File: src/rtl/robs_controller.sv
`default_nettype none
// ============================================================================
// Module      : robs_controller
// Description : Moore FSM sequencing a signed Robertson multiplier datapath.
// Revision    : 1.0 - initial release
// ============================================================================
module robs_controller #(
  parameter int WIDTH = 8
) (
  input  logic        clk,
  input  logic        reset,
  input  logic        start,
  input  logic        zr,
  input  logic        zq,
  output logic [14:0] c,
  output logic        busy,
  output logic        done
);

  localparam int c_IW = (WIDTH > 1) ? $clog2(WIDTH) : 1;

  typedef enum logic [3:0] {
    S_IDLE  = 4'd0,
    S_LOAD  = 4'd1,
    S_INIT  = 4'd2,
    S_TEST  = 4'd3,
    S_ADD   = 4'd4,
    S_SUB   = 4'd5,
    S_SHIFT = 4'd6,
    S_LATCH = 4'd7,
    S_STORE = 4'd8,
    S_DONE  = 4'd9
  } state_t;

  state_t            r_state;
  state_t            w_next;
  logic              r_last;
  logic [c_IW-1:0]   r_iter;
  logic              w_iter_max;

  // Local iteration count backs up zq so a stuck counter flag cannot spin forever.
  assign w_iter_max = (r_iter == c_IW'(WIDTH - 1));

  always_ff @(posedge clk) begin
    if (!reset) begin
      r_state <= S_IDLE;
      r_last  <= 1'b0;
      r_iter  <= '0;
    end else begin
      r_state <= w_next;
      if (r_state == S_TEST)
        r_last <= zq | w_iter_max;
      if (r_state == S_LOAD)
        r_iter <= '0;
      else if (r_state == S_STORE)
        r_iter <= r_iter + c_IW'(1);
    end
  end

  always_comb begin
    w_next = S_IDLE;
    c      = 15'h0000;
    busy   = 1'b1;
    done   = 1'b0;
    case (r_state)
      S_IDLE: begin
        busy   = 1'b0;
        w_next = start ? S_LOAD : S_IDLE;
      end
      S_LOAD: begin
        c[3:0] = 4'b1111;
        w_next = S_INIT;
      end
      S_INIT: begin
        c[8]   = 1'b1;
        c[9]   = 1'b1;
        w_next = S_TEST;
      end
      S_TEST: begin
        if (zr)
          w_next = S_SHIFT;
        else if (zq)
          w_next = S_SUB;
        else
          w_next = S_ADD;
      end
      S_ADD: begin
        c[5:4] = 2'b10;
        c[10]  = 1'b1;
        c[8]   = 1'b1;
        w_next = S_SHIFT;
      end
      S_SUB: begin
        c[5:4] = 2'b10;
        c[8]   = 1'b1;
        w_next = S_SHIFT;
      end
      S_SHIFT: begin
        c[12]  = 1'b1;
        c[11]  = 1'b1;
        w_next = S_LATCH;
      end
      S_LATCH: begin
        c[5:4] = 2'b01;
        c[6]   = 1'b1;
        c[8]   = 1'b1;
        c[9]   = 1'b1;
        w_next = S_STORE;
      end
      S_STORE: begin
        c[14]  = 1'b1;
        c[3]   = 1'b1;
        c[7]   = 1'b1;
        c[13]  = 1'b1;
        w_next = r_last ? S_DONE : S_INIT;
      end
      S_DONE: begin
        done   = 1'b1;
        w_next = S_IDLE;
      end
      default: begin
        busy   = 1'b0;
        w_next = S_IDLE;
      end
    endcase
  end

endmodule
`default_nettype wire

File: config.mk
export PLATFORM = sky130hd
export DESIGN_NAME = robs_controller
export DESIGN_NICKNAME = d
export VERILOG_FILES = /design/src/rtl/robs_controller.sv
export SDC_FILE = /design/constraint.sdc
export NUM_CORES = 1
export LEC_CHECK = 0
export ABC_AREA = 0
export CORE_AREA = 2 2 39 41
export DETAILED_ROUTE_END_ITERATION = 6
export DIE_AREA = 0 0 41 43
export HOLD_SLACK_MARGIN = 0.03
export PLACE_DENSITY = 0.89
export SETUP_SLACK_MARGIN = 0.02
export SYNTH_ARGS = -nofsm -noshare
export SYNTH_HDL_FRONTEND = slang
export SYNTH_SLANG_ARGS = --single-unit
File: constraint.sdc
create_clock -name clk -period 3.43 [get_ports clk]
set_input_delay 0.686 -clock clk [delete_from_list [all_inputs] [get_ports clk]]
set_output_delay 0.686 -clock clk [all_outputs]
set_load 0.1 [all_outputs]
[Word-level counts from Yosys, hierarchy flattened]
Index checks and enable logic that the tools add are counted.
Storage, ports and cells
  word-level logic and storage cells: 40
  input bits: 5
  register bits: 8
  output and inout bits: 17
Operators by class
  bitwise logic cells: 2
  eq/ne operators: 10
  mux-type cells: 17
  add/sub/neg operators: 1
  reductions and logical operators: 7
Operators with widths (count)
  one-hot mux 4 bit (8 select lines): 1
  == test 4 x 3 -> 1 bit (second input constant): 4
  two-way mux 1 bit: 10
  OR reduction 9 bit: 1
  == test 4 x 2 -> 1 bit (second input constant): 2
  == test 4 bit (second input constant): 2
  two-way mux 4 bit: 2
  OR reduction 2 bit: 4
  == test 4 x 1 -> 1 bit (second input constant): 1
  logical NOT 4 bit: 1
  two-way mux 2 bit: 2
  one-hot mux 2 bit (2 select lines): 1
  OR reduction 4 bit: 1
  adder 3 x 1 -> 3 bit (second input constant): 1
  == test 3 bit (second input constant): 1
  two-way mux 3 bit: 1
  NOT 1 bit: 1
  OR 1 bit: 1

[Depth between registers and ports, before layout]
  depth after elaboration: 3
  mapped depth: 5
  gate-level depth less buffers: 5

[Worst setup path after synthesis]
No wires, ideal clock.
  path kind: reg-to-output
  start point: register r_state[3]
  end point: output done
  path buffers: 1
  arrival time: 3521 ps
  path slack: -777 ps
  cell stages (with the launch flop): 4
  required time: 2744 ps
  cells stage by stage: dfxtp_1 -> clkbuf_1 -> inv_1 -> nor4_1
Between the ends
  cells in the longest elaborated chain, start to end: 2
Ends and longest elaborated chain
  start, declared: RTL line 35  | state_t r_state;
  start signal, assigned: RTL line 50  | r_state <= w_next;
  == test 4 bit: RTL line 65  | case (r_state)
  two-way mux 1 bit: RTL line 65
  end, declared: RTL line 17  | output logic done
No other way between the ends.

[Worst setup path in the final report]
  start point: register r_state[2]
  end point: output c[4]
Between the ends
  cells in the longest elaborated chain, start to end: 3
  elaborated cells between the ends (all ways): 5
  those cells by class: 3 x eq/ne; 1 x mux; 1 x reduce/logical
Ends and longest elaborated chain
  == test 4 x 3 -> 1 bit: RTL line 65
  OR reduction 2 bit (no line)
  one-hot mux 2 bit (2 select lines) *: RTL line 65
  end, declared: RTL line 15  | output logic [14:0] c,
Every way passes the cells marked *; elsewhere a longest branch is shown, timed or not.

==> impl_metrics.tcl <==
set metrics [dict create \
    cts_sinks 8 \
    hold_buffers 0 \
    crit_start "r_state[2]$_SDFF_PN0_" \
    rsz0062_at_grt "no" \
    ys_ff_latch 8 \
    netlist_instances 70 \
    ant_nets 0 \
    grt_pass1_wl_mm 1.73 \
    numCtsBuffers 3 \
    dp_slack_ns 1.27 \
    crit_path_start_kind "register" \
    r2r-start "r_state[3]$_SDFF_PN0_" \
    dpl.cell_count 97 \
    yosysWarningCount 0 \
    leakage_nw 0.326 \
    wire_per_inst_um 11.0 \
    layout_worst_path_cycle_share_pct 70.6 \
    dp_hpwl_um 845 \
    post-cts-setup-buffers 0 \
    drive_gt1_share_pct 33.3 \
    syn_to_final_growth_pct 29.2 \
    mostFrequentLayoutCells "buf_4, dfxtp_1, nand2_1" \
    die_w_um 41 \
    drt-initial-drc-count 7 \
    min_period_ns 2.42 \
    finalClockSkew_ns 0.00173 \
    status "finished, final reports clean" \
    dieArea_mm2 0.00176 \
    synth.distinct_cells 29 \
    min_from "r_iter[2]$_SDFFE_PP0N_" \
    drc 0 \
    final.setup.tns_ns 0 \
    start_util_pct 39.6 \
    hold_depth 2 \
    syn_area_um2 548 \
    cts-resized-gates 0 \
    boundaryPins 22 \
    synth_top_family_by_area "simple AND/OR/NAND/NOR gates" \
    worst_pin_slew_ns 0.429 \
    power_density_mw_per_mm2 494 \
    antenna_found_initial 0 \
    required_ns 2.74 \
    cts_root_buffer "clkbuf_4" \
    drv_slew 0 \
    synth_nets 77 \
    worst_slack_ns 1.01 \
    gr-total-overflow 0 \
    avgSynthCellArea_um2 7.83 \
    worst_ep_arrival_time_ns 1.74 \
    endpoint_kind "output port" \
    place.gp.congestion 0.761 \
    rows 14 \
    fmax_mhz 413 \
    cap_violations 0 \
    cts_tree "yes" \
    finalHoldViolations 0 \
    grt.total_usage_pct 14.2 \
    synth.area.mux_share_pct 1.83 \
    grt_max_degree 14 \
    routed_wl_mm 1.10 \
    relSlewSlack_pct 71.4 \
    insertion_delay_ns 0.24 \
    drt-vias-per-instance 5.09 \
    setup_violations 0 \
    crit_fanout 13 \
    min_path_type "reg2reg" \
    synth-simple-area-share_pct 29.2 \
    vias 509 \
    dieHeight_um 43 \
    ff2ff_path_depth 4 \
    clockBufferDepth 2 \
    clkTransAtPathRegs_ns 0.05 \
    whs_ns 0.466 \
    synth-compound-area-share_pct 13.7 \
    vdd_ir_drop_max_uv 196 \
    num-nets-final 93 \
    synthXorXnorAreaFrac_pct 4.79 \
    final_cells 100 \
    final_common_cell "buf_4" \
    htree_levels 1 \
    n_antenna_cell 0 \
    total_power_mw 0.350 \
    synth_fa_ha_area_share_pct 4.57 \
    core-area_mm2 0.00138 \
    portBuffers 21 \
    drtPass1Iterations 4 \
    ys_seq_area_share_pct 29.2 \
    crit_type "reg2out" \
    grt_pass1_vias 421 \
]
where the power goes:
group          switching (mW)  internal (mW)  leakage [nW]  total [mW]
Combinational           0.132         0.0393         0.247       0.171
Sequential             0.0124         0.0974        0.0650       0.110
Clock                  0.0288         0.0398        0.0138      0.0687
logic make-up after synthesis:
kind of cell             after synthesis
AND/OR/NAND/NOR                       29
flip-flops                             8
adder cells (fa/ha/maj)                2
AO/OA/AOI/OAI                         11
XOR/XNOR                               3
buffers and inverters                 16
multiplexers                           1
stage by stage:
stage | util, % | area, um2
2_1_floorplan | - | 562
3_3_place_gp | 49.5 | 686
3_5_place_dp | 49.5 | 686
4_1_cts | 51.2 | 708
5_1_grt | 51.2 | 708
6_report | 51.2 | 708
cells in the mapped netlist (all sizes together):
cell,instances,area [um2]
clkinv,1,8.76
nor2,6,22.5
or2,2,12.5
clkbuf,1,3.75
and3,1,6.26
nand2,8,32.5
o31ai,1,7.51
mux2i,1,10.0
or4b,2,23.8
xnor2,2,17.5
xor2,1,8.76
buf,9,60.1
inv,5,18.8
nand2b,3,18.8
a221oi,1,15.0
nor4,1,6.26
nor3b,2,15.0
a311o,1,10.0
a21oi,5,25.0
or4,1,7.51
dfxtp,8,160
nor3,3,15.0
a22oi,1,7.51
o21ai,2,10.0
ha,2,25.0
sequential cells by signal (all words and copies together), names as in the netlist:
register	flops
r_state	4
r_iter	3
r_last	1
critical path, stage by stage (launching register included):
cell and delay (ns):
dfxtp_1 0.58, nand2b_1 0.20, or2_2 0.35, inv_1 0.08, buf_4 0.28
metal layers:
| layer | track usage, % | wire length [um] | part of all wire (%) |
|---|---|---|---|
| met1 | 18.6 | 468 | 43 |
| met2 | 21.6 | 571 | 52 |
| met4 | 8.00 | 0 | 0 |
| met5 | 0 | 0 | 0 |
| met3 | 1.57 | 57 | 5.2 |
path summary, 6_finish.rpt:
kind	end	slack [ns]
max	c[4]	1.01
min	r_iter[2]$_SDFFE_PP0N_	0.47
max reg2reg	r_state[0]$_SDFF_PN0_	1.85
min reg2reg	r_iter[2]$_SDFFE_PP0N_	0.47
layout make-up:
type,instances,area (um2)
timing repair buffer,21,168
multi-input combinational,46,310
sequential,8,160
fill,134,676
inverter,6,27.5
clock buffer,3,22.5
tap,16,20.0
Note: power is estimated with default switching activity, not from simulation.
